[src/rtl/apb_requester.sv]
// APB initiator: turns a single-outstanding command/response handshake into
// APB SETUP/ACCESS transfers, with a bounded wait on PREADY.
module apb_requester #(
  parameter int unsigned ADDR_W         = 32,
  parameter int unsigned DATA_W         = 32,
  parameter int unsigned TIMEOUT_CYCLES = 16
) (
  input  logic              PCLK,
  input  logic              PRESETn,
  // command channel
  input  logic              CMD_VALID,
  output logic              CMD_READY,
  input  logic              CMD_WRITE,
  input  logic [ADDR_W-1:0] CMD_ADDR,
  input  logic [DATA_W-1:0] CMD_WDATA,
  // response channel
  output logic              RSP_VALID,
  input  logic              RSP_READY,
  output logic [DATA_W-1:0] RSP_RDATA,
  output logic              RSP_ERR,
  output logic              RSP_TIMEOUT,
  output logic              BUSY,
  // APB requester port
  output logic              PSELx,
  output logic              PENABLE,
  output logic              PWRITE,
  output logic [ADDR_W-1:0] PADDR,
  output logic [DATA_W-1:0] PWDATA,
  input  logic [DATA_W-1:0] PRDATA,
  input  logic              PREADY,
  input  logic              PSLVERR
);

  // Timeout counter only needs to reach TIMEOUT_CYCLES-1; keep at least 1 bit
  // so the disabled configuration still elaborates cleanly.
  localparam bit          TO_EN   = (TIMEOUT_CYCLES != 0);
  localparam int unsigned CNT_W   = TO_EN ? $clog2(TIMEOUT_CYCLES + 1) : 1;
  localparam int unsigned TO_LAST = TO_EN ? TIMEOUT_CYCLES - 1 : 0;

  typedef enum logic [1:0] {
    IDLE   = 2'd0,
    SETUP  = 2'd1,
    ACCESS = 2'd2,
    RESP   = 2'd3
  } state_t;

  state_t           state;
  logic [CNT_W-1:0] wait_cnt;

  // Qualified helpers for the ACCESS-phase decisions.
  logic cmd_accept_c;
  logic timeout_hit_c;

  assign cmd_accept_c  = CMD_VALID && CMD_READY;
  assign timeout_hit_c = TO_EN && (wait_cnt == CNT_W'(TO_LAST));

  // Transfer sequencer: every output is a flop updated alongside the state.
  always_ff @(posedge PCLK or negedge PRESETn) begin
    if (!PRESETn) begin
      state       <= IDLE;
      wait_cnt    <= '0;
      CMD_READY   <= 1'b0;
      BUSY        <= 1'b0;
      RSP_VALID   <= 1'b0;
      RSP_RDATA   <= '0;
      RSP_ERR     <= 1'b0;
      RSP_TIMEOUT <= 1'b0;
      PSELx       <= 1'b0;
      PENABLE     <= 1'b0;
      PWRITE      <= 1'b0;
      PADDR       <= '0;
      PWDATA      <= '0;
    end else begin
      case (state)
        IDLE: begin
          if (state == IDLE && cmd_accept_c) begin
            PADDR     <= CMD_ADDR;
            PWRITE    <= CMD_WRITE;
            PWDATA    <= CMD_WRITE ? CMD_WDATA : '0;
            PSELx     <= 1'b1;
            PENABLE   <= 1'b0;
            CMD_READY <= 1'b0;
            BUSY      <= 1'b1;
            state     <= SETUP;
          end else begin
            CMD_READY <= 1'b1;
            BUSY      <= 1'b0;
          end
        end

        SETUP: begin
          PENABLE  <= 1'b1;
          wait_cnt <= '0;
          state    <= ACCESS;
        end

        ACCESS: begin
          if (PREADY) begin
            // Completion takes priority over a timeout on the final cycle.
            RSP_RDATA   <= PWRITE ? '0 : PRDATA;
            RSP_ERR     <= PSLVERR;
            RSP_TIMEOUT <= 1'b0;
            RSP_VALID   <= 1'b1;
            PSELx       <= 1'b0;
            PENABLE     <= 1'b0;
            state       <= RESP;
          end else if (timeout_hit_c) begin
            RSP_RDATA   <= '0;
            RSP_ERR     <= 1'b1;
            RSP_TIMEOUT <= 1'b1;
            RSP_VALID   <= 1'b1;
            PSELx       <= 1'b0;
            PENABLE     <= 1'b0;
            state       <= RESP;
          end else if (TO_EN) begin
            wait_cnt <= wait_cnt + CNT_W'(1);
          end
        end

        RESP: begin
          if (RSP_READY) begin
            RSP_VALID <= 1'b0;
            BUSY      <= 1'b0;
            CMD_READY <= 1'b1;
            state     <= IDLE;
          end
        end

        default: begin
          state <= IDLE;
        end
      endcase
    end
  end

  // APB protocol sanity: enable only within a selected transfer.
  a_enable_needs_sel: assert property (
    @(posedge PCLK) disable iff (!PRESETn) PENABLE |-> PSELx
  );

endmodule

[config.mk]
export PLATFORM = sky130hd
export DESIGN_NAME = apb_requester
export DESIGN_NICKNAME = d
export VERILOG_FILES = /design/src/rtl/apb_requester.sv
export SDC_FILE = /design/constraint.sdc
export NUM_CORES = 1
export LEC_CHECK = 0
export BUFFER_PORTS_ARGS = -buffer_cell sky130_fd_sc_hd__buf_2
export CORE_ASPECT_RATIO = 0.6
export CORE_MARGIN = 5
export CORE_UTILIZATION = 34
export CTS_CLUSTER_SIZE = 10
export DETAILED_ROUTE_END_ITERATION = 7
export PLACE_DENSITY = 0.63
export RECOVER_POWER = 50
export SLEW_MARGIN = 20
export SYNTH_ARGS = -nofsm -noshare
export SYNTH_HDL_FRONTEND = slang
export SYNTH_SLANG_ARGS = --single-unit
export TNS_END_PERCENT = 100
[constraint.sdc]
create_clock -name PCLK -period 1.9 [get_ports PCLK]
set_input_delay 0.095 -clock PCLK [delete_from_list [all_inputs] [get_ports PCLK]]
set_output_delay 0.095 -clock PCLK [all_outputs]
set_load 0.005 [all_outputs]
# After elaboration in Yosys (flattened, before gate mapping)
# Cells that the tools add are included.
# W data, S select, Z words.
# word_totals
reg_bits	111
in_bits	103
wordCells	69
out_inout_bits	104
# classes
n_reduce_logical	17
add_sub_neg	1
n_eq_ne	9
n_mux	29
# op_table
operator	n
$mux W32	4
$reduce_and A3 Y1	5
$mux W1	12
$mux W5	2
$pmux W5 S2	1
$reduce_bool A2 Y1	5
$mux W2	4
$pmux W1 S2	4
$pmux W2 S4	1
$ne A2 B2 Y1 const B	3
$reduce_and A2 Y1	3
$add A5 B1 Y5 const B	1
$eq A5 B4 Y1 const B	1
$eq A2 B2 Y1 const B	2
$ne A3 B3 Y1 const B	1
$pmux W1 S3	1
$reduce_bool A3 Y1	1
$eq A2 B1 Y1 const B	1
$logic_and A1 B1 Y1	2
$logic_not A2 Y1	1
$ne A2 B1 Y1 const B	1

# Longest topological paths before layout
# depth
word_depth	4
depth_mapped	8
ltp_nobuf	6

# Least setup slack after synthesis
# Ideal clock, no wire load.
# synth_path
path_type	reg2reg
startpoint	reg wait_cnt[0]
endpoint	reg RSP_VALID
path_slack_ps	37
stages_incl_launch_ff	8
setup_time_ps	73
period_less_slack_ps	1863
n_path_buf	1
t_arrival_ps	1790
t_required_ps	1827
path_cell_list	dfrtp_1 > ha_1 > and3_1 > ha_1 > or3b_1 > buf_2 > a32o_1 > a21oi_2
# synth_between
elab_chain_cells	3
# synth_rtl
element	line	source
start: declaration	48	logic [CNT_W-1:0] wait_cnt;
start signal: assignment	116	wait_cnt <= wait_cnt + CNT_W'(1);
$eq A5 B4 Y1	55	assign timeout_hit_c = TO_EN && (wait_cnt == CNT_W'(TO_LAST));
$ne A3 B3 Y1 (no source line)	n/a	
$reduce_and A3 Y1 (no source line)	n/a	
end signal: assignment	64	RSP_VALID <= 1'b0;
end signal: assignment	103	RSP_VALID <= 1'b1;
end signal: assignment	111	RSP_VALID <= 1'b1;
end: declaration	17	output logic RSP_VALID,
# Every way passes these cells.
# A chain may end at the register's enable or synchronous reset.

# Worst setup path in the final report
# Same ends and word-level chain as after synthesis.

==> reports/results.tsv <==
stage	metric	value	unit
sta	Post-Route Skew	8.652	ps
yosys	Commonest cells post-synth	nand2_1, dfrtp_1, nand3_1, a22o_1, clkbuf_1	
grt	GRT Util Overall	0.1792	
yosys	post-synthesis cell type count	27	
grt	pin count of the biggest net entering global routing	112	
final_layout	diodes inserted	0	
yosys	mean cell area of the mapped netlist	10.24	sq um
power_and_ir_drop	Pleak	3.638	nW
cts	CTS tree	yes	
job	max-cap violations	0	
final_layout	fraction of layout cells with a size suffix above 1	0.2899	
yosys	Synth Instances	422	
die	# rows	31	
drt	Met3 Wirelength	1353	microns
sta	Worst-Margin Slew	995.7	ps
yosys	share of Yosys cell area claimed by the top area cell type	0.6425	
drt	total number of vias	4177	
drt	wire length on met2	6284	microns
place	port bufs	206	
drt	Avg Vias per Cell	4.714	
setup_path	Critical Path RT	2170	ps
yosys	Netlist Area Pre-Place	4323	sq um
yosys	Post-synth EDFFs	0	
final_layout	Layout area overhead	57.40	%
sta	fin crit period	1819	ps
cts	CTS Buf Count	9	
yosys	FFs w/ async S/R, synth	1.000	
yosys	Ys Warns	0	
drt	DRT iter0 DRCs	213	
drt	M1 WL	5875	microns
drt	Highest Signal Layer	met4	
yosys	most common flop cell mapped by yosys	dfrtp_1	
sta	# setup viols final	0	
setup_path	Worst Path Arrival	2080	ps
yosys	cell accounting for the most synthesized area	dfrtp_1	
cts	clock root cell	clkbuf_16	
place	GP Congestion	0.8023	
cts	TritonCTS sink count	111	
drt	DR pass1 iterations	4	
cts	Max Buffers Root-to-Sink	2	
power_and_ir_drop	pwr dens	1369	nW/um^2
sta	Setup TNS	0	ps
cts	Clk Latency, worst-skew pair	340	ps
drt	WL/cell	15.47	microns
sta	fmax	549.8	MHz
grt	vias in the first global route	4347	
final_layout	Final Net Count	826	
setup_path	Setup crit end kind	flip-flop	
grt	GRT overflow	0	
grt	initial antenna violation count	0	
setup_path	Crit Path Max Fanout	4	
final_layout	Layout fillers	1059	
power_and_ir_drop	worst vdd ir	0.5796	mV
final_layout	final non-filler cell area	6804	sq um
setup_path	WS Path Type	reg2reg	
die	die extent in x	155.6	microns
place	Placement Cell Area	5609	sq um
cts	clk slew on worst S/H paths	70	ps
sta	final critical-path share of the clock period	0.9572	
grt	first-pass GRT wire length	22250	microns
yosys	Seq cells post-synth	111	
sta	final slew viol count	0	
die	I/O pins	207	
die	Core Region	12260	sq um
hold_path	hold crit path type	in2reg	
drt	drt drc	0	
cts	H-tree levels	3	
drt	Antenna Nets Post-Route	0	
power_and_ir_drop	PnR Total Power	9.317	mW
setup_path	Setup crit start kind	flip-flop	
die	die area	15140	sq um
yosys	Syn Nets	532	
yosys	top post-synthesis cells by area	dfrtp_1, nand2_1, a22o_1	
sta	Fin. Hold Viols	0	
drt	Post-Route WL	13710	microns
yosys	most common cell in the netlist	nand2_1	
place	DPL Wire Length	8706	microns
yosys	Seq/Total Area, Yosys	0.6425	
outcome	outcome	completed	
die	initial core utilization	0.3527	
sta	max_slew headroom	0.3362	
die	Die H	97.34	microns
sta	RSZ-0062 raised after global routing	no	
[placed cells by master, fill, tap and decap left out, drive strengths merged, types with 3 or more instances in the layout]
master | Yosys | routed
dfrtp | 111 | 111
a21oi | 4 | 4
inv | 5 | 7
clkinv | 0 | 3
nand3 | 36 | 36
dlygate4sd3 | 0 | 94
clkbuf | 15 | 44
ha | 7 | 7
nand2 | 171 | 171
a22o | 32 | 32
o21ai | 10 | 10
buf | 12 | 183
[cells by family after synthesis]
group | after synthesis | share of synthesized area
flip-flops | 111 | 0.6425
adder cells (fa/ha/maj) | 7 | 0.02026
AND/OR/NAND/NOR | 219 | 0.2078
buffers and inverters | 32 | 0.03126
AO/OA/AOI/OAI | 49 | 0.08828
multiplexers | 4 | 0.009841
[power breakdown]
group,switching (mW),leakage (nW),internal [mW]
registers,0.636,1.42,3.42
clock network,0.858,0.146,0.975
logic,1.77,2.07,1.66
[final timing paths]
kind | startpoint | endpoint | slack (ps) | depth (start not counted)
min in group asynchronous | PRESETn | RSP_RDATA[11] | 560 | 3
min reg2reg | PWDATA[1] | PWDATA[1] | 470 | 2
max reg2reg | wait_cnt[0] | RSP_VALID | 80 | 6
max | wait_cnt[0] | RSP_VALID | 80 | 6
min | CMD_WDATA[19] | PWDATA[19] | 9 | 3
max in group asynchronous | PRESETn | PADDR[23] | 670 | 3
[critical path, cell delays in order (launching register included)]
cell     delay [ps]
dfrtp_1         410
ha_2            200
and3_1          180
ha_2            190
or3b_1          380
a32o_1          280
a21oi_2         110
[flip-flops by register name, indices dropped and copies added (netlist names)]
register,cells
RSP_TIMEOUT,1
wait_cnt,5
PENABLE,1
PADDR,32
PSELx,1
RSP_VALID,1
RSP_ERR,1
PWDATA,32
PWRITE,1
state,2
BUSY,1
CMD_READY,1
RSP_RDATA,32
[metal layers]
metal  global-route usage  vias to the layer above
li1                     -                     1978
met1               0.2306                     1987
met2               0.2894                      195
met3              0.06542                       17
met4              0.04169                        0
met5                    0                        -
[area by class of cell]
type	instances	area (sq um)	share of cell area
multi-input combinational	279	1434	0.2107
timing repair buffer	310	2074	0.3049
inverter	5	18.77	0.002758
clock buffer	11	252.7	0.03715
clock inverter	5	40.04	0.005885
sequential	111	2778	0.4082
tap	165	206.4	0.03034
[metrics by stage]
stage	utilization	std cells	hold WS, ps	setup slack [ps]
4_1_cts	0.5583	886	6.561	36.93
6_report	0.5551	886	8.943	81.28
3_3_place_gp	0.4576	776	215.7	98.65
3_5_place_dp	0.4576	776	228.5	55.96
2_1_floorplan	-	422	-200.6	36.69
5_1_grt	0.5551	886	10.06	13.71
[what timing repair did]
| action | in CTS | in global routing |
|---|---|---|
| buffers inserted | 0 | 0 |
| setup endpoints to repair | 0 | 8 |
| resized for setup | 0 | 3 |
| hold buffers | 94 | 0 |
| endpoints found under the hold margin | 204 | 0 |
Power figures use the tool's default switching activity.
